File: src/rtl/pci_bus_arbiter_if.sv
// Request/grant bundle between the PCI arbiter and the board-level bus logic.
//
//   pci_int_req_direct     internal agent request, active-low
//   pci_ext_req_prev[3:0]  external requests, active-high, registered one clock earlier
//   pci_frame_prev         FRAME seen in the previous clock
//   pci_irdy_prev          IRDY seen in the previous clock
//   pci_irdy_now           IRDY this clock (combinational)
//   arbitration_enable     1 = arbitrate, 0 = revoke all grants
//   pci_int_gnt_direct_out internal agent grant, active-high
//   pci_ext_gnt_direct_out external grants, active-high
//
// modport master: the arbiter side (takes requests, drives grants).
// modport slave:  the bus side (drives requests and bus status, takes grants).
interface pci_bus_arbiter_if;
    logic       pci_int_req_direct;
    logic [3:0] pci_ext_req_prev;
    logic       pci_frame_prev;
    logic       pci_irdy_prev;
    logic       pci_irdy_now;
    logic       arbitration_enable;
    logic       pci_int_gnt_direct_out;
    logic [3:0] pci_ext_gnt_direct_out;

    modport master (
        input  pci_int_req_direct,
        input  pci_ext_req_prev,
        input  pci_frame_prev,
        input  pci_irdy_prev,
        input  pci_irdy_now,
        input  arbitration_enable,
        output pci_int_gnt_direct_out,
        output pci_ext_gnt_direct_out
    );

    modport slave (
        output pci_int_req_direct,
        output pci_ext_req_prev,
        output pci_frame_prev,
        output pci_irdy_prev,
        output pci_irdy_now,
        output arbitration_enable,
        input  pci_int_gnt_direct_out,
        input  pci_ext_gnt_direct_out
    );
endinterface

File: src/rtl/pci_bus_arbiter.sv
// Central PCI bus arbiter: one internal agent (agent 0) and four external masters
// (agents 1..4). Round-robin priority with the current owner lowest, grant parking
// on the last owner, and one all-zero clock whenever ownership changes hands.
//
//   PCLK   PCI clock, all state changes on its rising edge
//   RST_N  asynchronous active-low reset
//   bus    request/grant bundle (pci_bus_arbiter_if.master)
module pci_bus_arbiter #(
    parameter int unsigned IDLE_TIMEOUT = 16
) (
    input logic               PCLK,
    input logic               RST_N,
    pci_bus_arbiter_if.master bus
);

    localparam int unsigned CntW = $clog2(IDLE_TIMEOUT + 1);

    typedef enum logic [1:0] {StIdle, StGranted, StSwitch} state_e;

    state_e          state_q, state_d;
    logic [4:0]      gnt_q, gnt_d;
    logic [2:0]      last_q, last_d;
    logic [CntW-1:0] idle_cnt_q, idle_cnt_d;

    logic [4:0] req;
    logic       bus_busy;
    logic       others_req;
    logic       timeout;
    logic [2:0] winner;
    logic       winner_vld;
    int         idx;

    assign req        = {bus.pci_ext_req_prev, ~bus.pci_int_req_direct};
    assign bus_busy   = bus.pci_frame_prev | bus.pci_irdy_prev | bus.pci_irdy_now;
    // Only meaningful in StGranted, where gnt_q is the owner's one-hot.
    assign others_req = |(req & ~gnt_q);
    assign timeout    = (idle_cnt_q == CntW'(IDLE_TIMEOUT));

    // Rotating priority: scan from the farthest offset down so the nearest
    // requester after last_q is the one left standing.
    always_comb begin
        winner     = last_q;
        winner_vld = 1'b0;
        idx        = 0;
        for (int k = 5; k >= 1; k--) begin
            idx = (int'(last_q) + k) % 5;
            if (req[idx]) begin
                winner     = 3'(idx);
                winner_vld = 1'b1;
            end
        end
    end

    always_comb begin
        state_d    = state_q;
        gnt_d      = gnt_q;
        last_d     = last_q;
        idle_cnt_d = '0;
        unique case (state_q)
            // Idle and the post-handoff dead clock arbitrate identically.
            StIdle, StSwitch: begin
                gnt_d   = '0;
                state_d = StIdle;
                if (bus.arbitration_enable && winner_vld) begin
                    gnt_d   = 5'd1 << winner;
                    last_d  = winner;
                    state_d = StGranted;
                end
            end
            StGranted: begin
                if (others_req && !bus_busy) begin
                    idle_cnt_d = idle_cnt_q + 1'b1;
                end
                if (!bus.arbitration_enable) begin
                    gnt_d      = '0;
                    idle_cnt_d = '0;
                    state_d    = StIdle;
                end else if (others_req || timeout) begin
                    // Hidden handoff: the transaction in flight continues on the bus.
                    gnt_d      = '0;
                    idle_cnt_d = '0;
                    state_d    = StSwitch;
                end
                // Otherwise the owner keeps (or parks on) its grant.
            end
            default: begin
                gnt_d   = '0;
                state_d = StIdle;
            end
        endcase
    end

    always_ff @(posedge PCLK or negedge RST_N) begin
        if (!RST_N) begin
            state_q    <= StIdle;
            gnt_q      <= '0;
            last_q     <= '0;
            idle_cnt_q <= '0;
        end else begin
            state_q    <= state_d;
            gnt_q      <= gnt_d;
            last_q     <= last_d;
            idle_cnt_q <= idle_cnt_d;
        end
    end

    assign bus.pci_int_gnt_direct_out = gnt_q[0];
    assign bus.pci_ext_gnt_direct_out = gnt_q[4:1];

endmodule

File: src/flat_wrapper.sv
// flat-port wrapper written by rule: the top's interface ports become plain ports
module pci_bus_arbiter_flat 
#(
    parameter int unsigned IDLE_TIMEOUT = 16
)
  (PCLK, RST_N, bus_pci_int_req_direct, bus_pci_ext_req_prev, bus_pci_frame_prev, bus_pci_irdy_prev, bus_pci_irdy_now, bus_arbitration_enable, bus_pci_int_gnt_direct_out, bus_pci_ext_gnt_direct_out);
  pci_bus_arbiter_if bus_i ();
  input logic PCLK;
  input logic RST_N;
  input wire logic [$bits(bus_i.pci_int_req_direct)-1:0] bus_pci_int_req_direct;
  input wire logic [$bits(bus_i.pci_ext_req_prev)-1:0] bus_pci_ext_req_prev;
  input wire logic [$bits(bus_i.pci_frame_prev)-1:0] bus_pci_frame_prev;
  input wire logic [$bits(bus_i.pci_irdy_prev)-1:0] bus_pci_irdy_prev;
  input wire logic [$bits(bus_i.pci_irdy_now)-1:0] bus_pci_irdy_now;
  input wire logic [$bits(bus_i.arbitration_enable)-1:0] bus_arbitration_enable;
  output wire logic [$bits(bus_i.pci_int_gnt_direct_out)-1:0] bus_pci_int_gnt_direct_out;
  output wire logic [$bits(bus_i.pci_ext_gnt_direct_out)-1:0] bus_pci_ext_gnt_direct_out;
  assign bus_i.pci_int_req_direct = bus_pci_int_req_direct;
  assign bus_i.pci_ext_req_prev = bus_pci_ext_req_prev;
  assign bus_i.pci_frame_prev = bus_pci_frame_prev;
  assign bus_i.pci_irdy_prev = bus_pci_irdy_prev;
  assign bus_i.pci_irdy_now = bus_pci_irdy_now;
  assign bus_i.arbitration_enable = bus_arbitration_enable;
  assign bus_pci_int_gnt_direct_out = bus_i.pci_int_gnt_direct_out;
  assign bus_pci_ext_gnt_direct_out = bus_i.pci_ext_gnt_direct_out;
  pci_bus_arbiter #(.IDLE_TIMEOUT(IDLE_TIMEOUT)) u_core (.PCLK(PCLK), .RST_N(RST_N), .bus(bus_i));
endmodule
File: config.mk
export PLATFORM = sky130hd
export DESIGN_NAME = pci_bus_arbiter_flat
export DESIGN_NICKNAME = d
export VERILOG_FILES = /design/src/rtl/pci_bus_arbiter_if.sv /design/src/rtl/pci_bus_arbiter.sv /design/src/flat_wrapper.sv
export SDC_FILE = /design/constraint.sdc
export NUM_CORES = 1
export LEC_CHECK = 0
export ABC_CLOCK_PERIOD_IN_PS = 7100
export CAP_MARGIN = 40
export CELL_PAD_IN_SITES_DETAIL_PLACEMENT = 1
export CELL_PAD_IN_SITES_GLOBAL_PLACEMENT = 1
export CORE_MARGIN = 2
export CORE_UTILIZATION = 46
export CTS_CLUSTER_DIAMETER = 100
export DETAILED_ROUTE_END_ITERATION = 8
export PLACE_DENSITY_LB_ADDON = 0.1
export SYNTH_ARGS = -nofsm -noshare
export SYNTH_HDL_FRONTEND = slang
export SYNTH_SLANG_ARGS = --single-unit
File: constraint.sdc
create_clock -name PCLK -period 7.1 [get_ports PCLK]
set_clock_uncertainty 0.05 [all_clocks]
set_input_delay 2.13 -clock PCLK [delete_from_list [all_inputs] [get_ports PCLK]]
set_output_delay 2.13 -clock PCLK [all_outputs]
set_load 0.02 [all_outputs]
==> results.md, run 1 <==
* Status: complete, no violations
* Port buffer count at 12
* Tmin final at 5.948 ns
* Max-cap violations at 0
* CTS Buf Count at 3
* Slew Limit Fails at 0
* Most frequent cells in the layout: nand2_1 (32), ha_1 (29), inv_1 (28)
* Core Region at 0.005473 mm²
* Layout cell share with drive strength beyond 1 at 10.94%
* Number of global-route vias before repair at 2538
* Antenna violations before repair at 0
* Fillers at 689
* Clock Sink Count at 15
* Gr ovfl total at 0
* DRC Markers at 0
* Synth warnings at 0
* Vias at 2445
* GPL Wtd Cong at 0.8438
* Die height at 78.98 µm
* Cell variety after synth at 77
* Worst-margin pin slew at 0.7920 ns
* Antenna viol nets, final at 0
* Mapped Area at 0.002586 mm²
* Post-cts hold buffer count at 0
* Post-synth EDFFs at 0
* Die ar. at 0.006238 mm²
* Worst skew pair latency at 0.25 ns
* Clk slew on worst S/H paths at 0.06 ns
* Worst-case clock buffer depth at 2
* Crit path max-delay family: compound AO/OA/AOI/OAI gates
* Total iterations of the first detailed-routing run at 4
* FFs w/ async S/R, synth at 100.0%
* Die W at 78.98 µm
* Row Count at 27
* DRT iter0 DRCs at 121
* Top FF cell, synth: dfrtp_1
* Mean Syn Cell Area at 8.082 µm²
* Detailed Route WL at 7.152 mm
* Setup tns final at 0 ns
* Detailed placement HPWL at 5.474 mm
* Synth Instances at 320
* Slowest stage delay, CP at 0.59 ns
* Final-report hold violation count at 0
* First-pass GRT wire length at 12.22 mm
* Reg2reg setup slack at 1.15 ns
* Most used cell, CP: ha_1
* Post-CTS setup buffers at 0
* Final net count at 371
* WP data required at 7.18 ns
* RSZ-0062 raised after global routing: no
* Critical path cell sequence: clkinv_1, buf_4, ha_1, buf_4, clkinv_1, ha_1, or2_2, o211ai_1, and2_1, inv_1, ha_1, nor2b_1, a2111oi_4, a211oi_4, mux2i_1, o221a_2, o221ai_2, o41a_1, mux2_4
* Area growth syn-to-layout at 8.660%
* Crit-path max FO at 24
* Num ports at 16
* Fmax at 168.1 MHz
* Tot GR Track Use at 24.14%
* Post-CTS Resized at 0
* CP arrival at 6.03 ns
* Most common cell after layout, fill and taps aside: nand2_1
* Slew headroom at 47.20%
* Clock root cell: clkbuf_8
* Setup crit start kind: flop
* Antenna cells at 0
* Tcrit/Tclk final at 83.78%
* Worst setup EP type: flop
* WP buf/inv at 5
* CP max-delay cell: o41a_1
* Seq/Total Area, Yosys at 14.51%
* Hold WC Path Type: flop to flop
* Wire per inst at 17.84 µm
* Initial core utilization at 47.26%
* CTS tree: built
* Largest net degree at the start of global routing at 35
* H-tree depth at 1
* Final setup viols at 0
* Drt via density at 6.097
* Critical path class: flop to flop
* Yosys reg bits at 15
==> layout make-up <==
class / count / area, µm² / area share, %
inverter: 35 / 131.4 / 4.675
multi-input combinational: 260 / 2022 / 71.95
clock inverter: 1 / 7.507 / 0.2671
tap: 72 / 90.09 / 3.206
clock buffer: 3 / 41.29 / 1.469
timing repair buffer: 15 / 142.6 / 5.076
sequential: 15 / 375.4 / 13.36
==> layer usage <==
metal	wire length, µm	up-vias	share of wire [%]	GRT usage (%)
li1	-	1183	-	-
met1	3430	1209	48	32.79
met2	3409	44	48	41.44
met3	197	9	2.8	2.614
met4	114	0	1.6	5.172
met5	0	-	0	0
==> state kept, by name, indices dropped and copies added, names as in the netlist <==
register and count:
u_core.idle_cnt_q 5, u_core.state_q 2, u_core.last_q 3, u_core.gnt_q 5
==> cells in the mapped netlist (3+ instances only) <==
library cell / n / area share, %
a22oi_1: 4 / 1.2
nand2b_1: 8 / 1.9
inv_2: 5 / 0.73
nor2b_1: 10 / 2.4
and3_1: 4 / 0.97
clkbuf_1: 7 / 1.0
dfrtp_1: 15 / 15
o31ai_1: 6 / 1.7
xnor2_1: 6 / 2.0
nand2_1: 32 / 4.6
o22ai_1: 3 / 0.73
nor2_1: 18 / 2.6
a31oi_1: 6 / 1.5
nand3_1: 3 / 0.58
o21ai_1: 4 / 0.77
ha_1: 29 / 14
or3_1: 3 / 0.73
a32o_1: 3 / 1.2
o21ai_0: 11 / 2.1
a21oi_1: 11 / 2.1
mux2i_1: 11 / 4.3
inv_1: 28 / 4.1
buf_2: 4 / 0.77
nor3_1: 12 / 2.3
mux4_2: 4 / 3.5
o211ai_1: 4 / 1.2
==> final timing paths <==
check | cells after the start | from | end
hold reg to reg | 1 | u_core.state_q[1]$_DFFE_PN0P_ | u_core.state_q[1]$_DFFE_PN0P_
setup / recovery | 19 | u_core.last_q[1]$_DFFE_PN0P_ | u_core.last_q[0]$_DFFE_PN0P_
min in group asynchronous | 1 | RST_N | u_core.state_q[0]$_DFFE_PN0P_
hold / removal | 1 | u_core.state_q[1]$_DFFE_PN0P_ | u_core.state_q[1]$_DFFE_PN0P_
setup reg to reg | 19 | u_core.last_q[1]$_DFFE_PN0P_ | u_core.last_q[0]$_DFFE_PN0P_
max in group asynchronous | 1 | RST_N | u_core.idle_cnt_q[0]$_DFF_PN0_
==> cell families after synthesis <==
| kind of cell | synth area share [%] |
|---|---|
| other | 0.1450 |
| AND/OR/NAND/NOR | 22.93 |
| flip-flops | 14.51 |
| multiplexers | 9.192 |
| buffers and inverters | 7.886 |
| adder cells (fa/ha/maj) | 14.80 |
| AO/OA/AOI/OAI | 26.90 |
| XOR/XNOR | 3.628 |
==> stage by stage <==
step                      util [%]  std cells  hold slack, ns  area [µm²]  setup WS, ns
after floorplan                  -        324          0.3605        2601         1.695
after global placement       50.46        397          0.3745        2761         1.330
after detailed placement     50.46        397          0.4053        2761         1.175
after CTS                    51.35        401          0.4145        2810         1.151
after global routing         51.35        401          0.4283        2810        0.7398
final                        51.35        401          0.4211        2810         1.152
Power of run 1 is not shown: default switching activity piles up to over one toggle a cycle in this logic, so the estimate is an artifact.
==> inputs of run 2 (changes only) <==
--- a/config.mk
+++ b/config.mk
@@ -5,12 +5,12 @@
 export SDC_FILE = /design/constraint.sdc
 export NUM_CORES = 1
 export LEC_CHECK = 0
-export ABC_CLOCK_PERIOD_IN_PS = 7100
+export ABC_CLOCK_PERIOD_IN_PS = 5200
 export CAP_MARGIN = 40
 export CELL_PAD_IN_SITES_DETAIL_PLACEMENT = 1
 export CELL_PAD_IN_SITES_GLOBAL_PLACEMENT = 1
 export CORE_MARGIN = 2
-export CORE_UTILIZATION = 46
+export CORE_UTILIZATION = 42
 export CTS_CLUSTER_DIAMETER = 100
 export DETAILED_ROUTE_END_ITERATION = 8
 export PLACE_DENSITY_LB_ADDON = 0.1
==> constraint.sdc (replaced) <==
create_clock -name PCLK -period 5.2 [get_ports PCLK]
set_clock_uncertainty 0.05 [all_clocks]
set_input_delay 1.56 -clock PCLK [delete_from_list [all_inputs] [get_ports PCLK]]
set_output_delay 1.56 -clock PCLK [all_outputs]
set_load 0.02 [all_outputs]
==> run 2 against run 1 <==
  * Highest routed layer unchanged
  * Non-clock buffer count is 16 higher
  * Cell area is 5.8% higher
  * Sequential share of layout area is 0.69 points lower
  * Register-to-register slack worse by 0.93 ns
  * First-iteration DRC count stayed put
  * Maximum frequency is 19% higher
  * Routed wire length is 4.4% higher
  * Sequential cell count stayed put
  * Utilization is 1.1 points lower
==> results.md, run 2 (same netlist as run 1, synthesis figures left out) <==
* Status: complete, no violations (unchanged)
* Row Count at 28 (was 27)
* Largest net degree at the start of global routing at 34 (was 35)
* Routed met1 length at 3.574 mm (was 3.430 mm)
* Tcrit/Tclk final at 95.77% (was 83.78%)
* Final-report hold violation count at 0 (unchanged)
* Fin area at 0.002973 mm² (was 0.002810 mm²)
* Final net count at 387 (was 371)
* Top Registers: u_core.gnt_q (5), u_core.idle_cnt_q (5), u_core.last_q (3) (unchanged)
* Most common cell after layout, fill and taps aside: nand2_1 (unchanged)
* H-tree depth at 1 (unchanged)
* Num ports at 16 (unchanged)
* Initial core utilization at 43.68% (was 47.26%)
* WP data required at 5.24 ns (was 7.18 ns)
* Clock Sink Count at 15 (unchanged)
* Detailed Route WL at 7.466 mm (was 7.152 mm)
* DRT iter0 DRCs at 121 (unchanged)
* First-pass GRT wire length at 11.90 mm (was 12.22 mm)
* Die W at 82.47 µm (was 78.98 µm)
* Antenna violations before repair at 0 (unchanged)
* Register area at 376.6 µm² (was 375.4 µm²)
* Core Region at 0.005921 mm² (was 0.005473 mm²)
* Final setup viols at 0 (unchanged)
* Worst-case clock buffer depth at 2 (unchanged)
* Reg2reg start: u_core.last_q[1]$_DFFE_PN0P_ (unchanged)
* Critical path class: flop to flop (unchanged)
* CTS Buf Count at 3 (unchanged)
* Wire per inst at 17.78 µm (was 17.84 µm)
* GPL Wtd Cong at 0.8416 (was 0.8438)
* Most frequent cells in the layout: nand2_1 (32), inv_1 (28), ha_1 (28) (was nand2_1 (32), ha_1 (29), inv_1 (28))
* Gr ovfl total at 0 (unchanged)
* Clock root cell: clkbuf_8 (unchanged)
* CTS tree: built (unchanged)
* Setup tns final at 0 ns (unchanged)
* Drt via density at 5.988 (was 6.097)
* Slew headroom at 55.30% (was 47.20%)
* Clk slew on worst S/H paths at 0.05 ns (was 0.06 ns)
* Antenna viol nets, final at 0 (unchanged)
* Worst Setup SP: u_core.last_q[1]$_DFFE_PN0P_ (unchanged)
* Slew Limit Fails at 0 (unchanged)
* Worst setup EP type: flop (unchanged)
* Port buffer count at 12 (unchanged)
* Die ar. at 0.006801 mm² (was 0.006238 mm²)
* Hold WC Path Type: flop to flop (unchanged)
* Hold_sp: u_core.state_q[1]$_DFFE_PN0P_ (unchanged)
* Worst-margin pin slew at 0.6684 ns (was 0.7920 ns)
* Post-cts hold buffer count at 0 (unchanged)
* Worst skew pair latency at 0.24 ns (was 0.25 ns)
* Total iterations of the first detailed-routing run at 4 (unchanged)
* Vias at 2515 (was 2445)
* Setup crit start kind: flop (unchanged)
* Max-cap violations at 0 (unchanged)
* Antenna cells at 0 (unchanged)
* DRC Markers at 0 (unchanged)
* Fillers at 742 (was 689)
* Max layer used: met4 (unchanged)
* Number of global-route vias before repair at 2407 (was 2538)
* Layout cell share with drive strength beyond 1 at 16.23% (was 10.94%)
* Routed wl met3 at 150 µm (was 197 µm)
* Post-Place Cell Area at 0.002854 mm² (was 0.002761 mm²)
* Die height at 82.47 µm (was 78.98 µm)
* Met2 routed WL at 3.660 mm (was 3.409 mm)
* Area growth syn-to-layout at 14.95% (was 8.660%)
* Crit-path max FO at 7 (was 24)
* Tot GR Track Use at 22.69% (was 24.14%)
* Footprint of the multi-input gates at 0.002063 mm² (was 0.002022 mm²)
* Detailed placement HPWL at 5.770 mm (was 5.474 mm)
* CP arrival at 5.02 ns (was 6.03 ns)
* Fmax at 200.8 MHz (was 168.1 MHz)
* Tmin final at 4.980 ns (was 5.948 ns)
-- run 2: final cells by class --
cell class,count,area share (%)
Inverter,35,4.419
Tap cell,75,3.157
Sequential cell,15,12.67
Clock buffer,4,1.515
Multi-Input combinational cell,260,69.40
Timing Repair Buffer,31,8.838
-- run 2: critical path: stages, from the launching register on --
cell      delay, ns
dfrtp_1        0.34
clkinv_1       0.15
ha_1           0.29
xnor2_2        0.28
inv_2          0.06
ha_1           0.23
or2_2          0.29
o211ai_1       0.27
and2_4         0.21
inv_1          0.06
ha_1           0.18
nor2b_2        0.17
nor3_1         0.09
a211oi_4       0.46
mux2i_4        0.40
o221a_2        0.30
o221ai_2       0.15
o41a_1         0.52
buf_4          0.19
mux2i_1        0.12
-- run 2: final timing paths --
| kind | end | slack, ns | depth (start not counted) |
|---|---|---|---|
| setup reg to reg | u_core.last_q[1]$_DFFE_PN0P_ | 0.22 | 19 |
| hold reg to reg | u_core.state_q[1]$_DFFE_PN0P_ | 0.39 | 1 |
| max in group asynchronous | u_core.last_q[0]$_DFFE_PN0P_ | 2.95 | 1 |
| setup / recovery | u_core.last_q[1]$_DFFE_PN0P_ | 0.22 | 19 |
| hold / removal | u_core.state_q[1]$_DFFE_PN0P_ | 0.39 | 1 |
| min in group asynchronous | u_core.last_q[2]$_DFFE_PN0P_ | 1.68 | 1 |
-- run 2: timing repair --
item                                    CTS  global route
gates resized for setup                   0             5
setup buffers                             0             6
endpoints found under the setup margin    0             9
-- run 2: per-stage QoR --
stage / hold slack [ns] / utilization [%] / cells / setup WS (ns)
floorplan: 0.3605 / - / 324 / 0.01053
global placement: 0.3755 / 48.20 / 410 / 0.1947
detailed placement: 0.3914 / 48.20 / 410 / 0.1115
CTS: 0.3989 / 48.96 / 414 / 0.08639
global route: 0.4142 / 50.21 / 420 / -0.02343
finish: 0.3921 / 50.21 / 420 / 0.2198
-- run 2: per-layer routing --
metal | vias up | global-route usage (%)
met4 | 0 | 3.167
met3 | 10 | 1.304
met1 | 1239 | 31.37
met2 | 40 | 39.76
li1 | 1226 | -
met5 | - | 0
Power of run 2 is left out for the same reason.
==> inputs of run 3 (changes only) <==
--- a/config.mk
+++ b/config.mk
@@ -5,15 +5,17 @@
 export SDC_FILE = /design/constraint.sdc
 export NUM_CORES = 1
 export LEC_CHECK = 0
-export ABC_CLOCK_PERIOD_IN_PS = 5200
+export ABC_CLOCK_PERIOD_IN_PS = 4950
 export CAP_MARGIN = 40
 export CELL_PAD_IN_SITES_DETAIL_PLACEMENT = 1
 export CELL_PAD_IN_SITES_GLOBAL_PLACEMENT = 1
+export CORE_ASPECT_RATIO = 1.2
 export CORE_MARGIN = 2
-export CORE_UTILIZATION = 42
+export CORE_UTILIZATION = 46
 export CTS_CLUSTER_DIAMETER = 100
 export DETAILED_ROUTE_END_ITERATION = 8
 export PLACE_DENSITY_LB_ADDON = 0.1
+export SLEW_MARGIN = 5
 export SYNTH_ARGS = -nofsm -noshare
 export SYNTH_HDL_FRONTEND = slang
 export SYNTH_SLANG_ARGS = --single-unit
==> constraint.sdc (replaced) <==
create_clock -name PCLK -period 4.95 [get_ports PCLK]
set_clock_uncertainty 0.05 [all_clocks]
set_input_delay 1.485 -clock PCLK [delete_from_list [all_inputs] [get_ports PCLK]]
set_output_delay 1.485 -clock PCLK [all_outputs]
set_load 0.02 [all_outputs]
==> run 3 against run 2 <==
  * Maximum frequency is 3.0% higher
  * Via count is 3.5% higher
  * Sequential share of layout area is 0.48 points lower
  * Global-route usage is 3.1 points higher
==> results.md, run 3 (same netlist as run 1, synthesis figures left out) <==
* Status: complete, no violations (unchanged)
* Fin area at 0.003099 mm² (was 0.002973 mm²)
* Final setup viols at 0 (unchanged)
* Antenna viol nets, final at 0 (unchanged)
* WP data required at 5.04 ns (was 5.24 ns)
* Drt via density at 6.230 (was 5.988)
* Num ports at 16 (unchanged)
* Slew Limit Fails at 0 (unchanged)
* GPL Wtd Cong at 0.8873 (was 0.8416)
* Wire per inst at 18.75 µm (was 17.78 µm)
* Crit-path max FO at 8 (was 7)
* Vias at 2604 (was 2515)
* DRT iter0 DRCs at 113 (was 121)
* Layout cell share with drive strength beyond 1 at 21.35% (was 16.23%)
* Initial core utilization at 48.16% (was 43.68%)
* Final-report hold violation count at 0 (unchanged)
* Max-cap violations at 0 (unchanged)
* CTS Buf Count at 3 (unchanged)
* CP arrival at 4.92 ns (was 5.02 ns)
* CTS tree: built (unchanged)
* Largest net degree at the start of global routing at 30 (was 34)
* Antenna violations before repair at 0 (unchanged)
* Clk slew on worst S/H paths at 0.06 ns (was 0.05 ns)
* Gr ovfl total at 0 (unchanged)
* Post-Layout Cell Count at 418 (was 420)
* Final net count at 398 (was 387)
* Slew headroom at 54.57% (was 55.30%)
* H-tree depth at 1 (unchanged)
* Tot GR Track Use at 25.76% (was 22.69%)
* Area growth syn-to-layout at 19.84% (was 14.95%)
* Detailed placement HPWL at 5.937 mm (was 5.770 mm)
* Number of global-route vias before repair at 2641 (was 2407)
* Row Count at 29 (was 28)
* Die ar. at 0.006241 mm² (was 0.006801 mm²)
* Final Core Density at 57.71% (was 50.21%)
* Reg2reg setup slack at 0.11 ns (was 0.22 ns)
* Most frequent cells in the layout: nand2_1 (32), buf_4 (30), inv_1 (27), ha_1 (27), nor2_1 (18) (was nand2_1 (32), inv_1 (28), ha_1 (28))
* Top Registers: u_core.gnt_q (5), u_core.idle_cnt_q (5), u_core.last_q (3) (unchanged)
* Worst-case clock buffer depth at 2 (unchanged)
* Post-Place Cell Area at 0.002909 mm² (was 0.002854 mm²)
* Post-cts hold buffer count at 0 (unchanged)
* Register area at 377.9 µm² (was 376.6 µm²)
* Die height at 86.14 µm (was 82.47 µm)
* Footprint of the multi-input gates at 0.002115 mm² (was 0.002063 mm²)
* Tcrit/Tclk final at 97.68% (was 95.77%)
* Worst-margin pin slew at 0.6800 ns (was 0.6684 ns)
* Fillers at 674 (was 742)
* Die W at 72.45 µm (was 82.47 µm)
* Hold WC Path Type: flop to flop (unchanged)
* Worst skew pair latency at 0.25 ns (was 0.24 ns)
* Tmin final at 4.835 ns (was 4.980 ns)
* Fmax at 206.8 MHz (was 200.8 MHz)
* RSZ-0062 raised after global routing: yes
* First-pass GRT wire length at 12.73 mm (was 11.90 mm)
* Placed cell count at 404 (was 410)
* Most common cell after layout, fill and taps aside: nand2_1 (unchanged)
* Port buffer count at 12 (unchanged)
* Clock root cell: clkbuf_8 (unchanged)
* Total iterations of the first detailed-routing run at 4 (unchanged)
* Antenna cells at 0 (unchanged)
* Worst setup EP type: flop (unchanged)
* DRC Markers at 0 (unchanged)
* Setup crit start kind: flop (unchanged)
* Critical path class: flop to flop (unchanged)
* Detailed Route WL at 7.839 mm (was 7.466 mm)
* Core Region at 0.005370 mm² (was 0.005921 mm²)
* Min Hold Slack at 0.4089 ns (was 0.3921 ns)
* Clock Sink Count at 15 (unchanged)
==> run 3: cell types whose count changed in the layout (fill, tap and decap cells not counted), sizes merged <==
cell,change
clkbuf,-1
clkinvlp,+1
buf,+11
inv,-1
clkinv,+1
==> run 3: layer usage <==
metal,vias up,routed length [µm],GRT usage (%),part of all wire [%]
li1,1248,-,-,-
met1,1284,3491,33.19,45
met2,54,3887,45.95,50
met3,18,240,1.528,3.1
met4,0,220,7.576,2.8
met5,-,0,0,0
==> run 3: worst paths after layout <==
check                                                    from                             end  depth (start not counted)
min in group asynchronous                               RST_N  u_core.idle_cnt_q[1]$_DFF_PN0_                          1
worst min register to register  u_core.state_q[1]$_DFFE_PN0P_   u_core.state_q[1]$_DFFE_PN0P_                          1
worst max-delay path             u_core.last_q[0]$_DFFE_PN0P_    u_core.last_q[0]$_DFFE_PN0P_                         19
max in group asynchronous                               RST_N    u_core.last_q[2]$_DFFE_PN0P_                          1
worst min-delay path            u_core.state_q[1]$_DFFE_PN0P_   u_core.state_q[1]$_DFFE_PN0P_                          1
worst max register to register   u_core.last_q[0]$_DFFE_PN0P_    u_core.last_q[0]$_DFFE_PN0P_                         19
==> run 3: through the flow <==
step	TNS [ns]	setup slack (ns)
2_1_floorplan	0	0.02050
3_3_place_gp	0	0.1057
3_5_place_dp	-0.02836	-0.01794
4_1_cts	0	0.04789
5_1_grt	-0.4188	-0.09647
6_report	0	0.1147
==> run 3: what timing repair did <==
action | in CTS | in global routing
endpoints found under the hold margin | 0 | 0
buffers inserted | 3 | 7
gates resized for setup | 0 | 12
pin swaps | 2 | 7
setup endpoints to repair | 3 | 9
==> run 3: cell type report <==
type	count	area share (%)
inverters	35	4.441
clock inverters	1	0.1615
multi-input cells	260	68.23
repair buffers	42	11.14
well taps	62	2.503
flip-flops and latches	15	12.19
clock buffers	3	1.332
==> run 3: worst max-delay path, stage by stage (launching register included) <==
cell and delay [ns]:
dfrtp_2 0.39, clkinvlp_4 0.17, ha_4 0.21, xnor2_2 0.15, inv_2 0.06, ha_1 0.22, or2_2 0.30, o211ai_1 0.25
and2_4 0.20, inv_1 0.06, ha_1 0.19, nor2b_2 0.19, a2111oi_4 0.06, a211oi_4 0.41, buf_4 0.21, mux2i_1 0.25
o221a_4 0.27, o221ai_4 0.14, o41a_1 0.58, mux2_4 0.34
Power of run 3 is left out for the same reason.
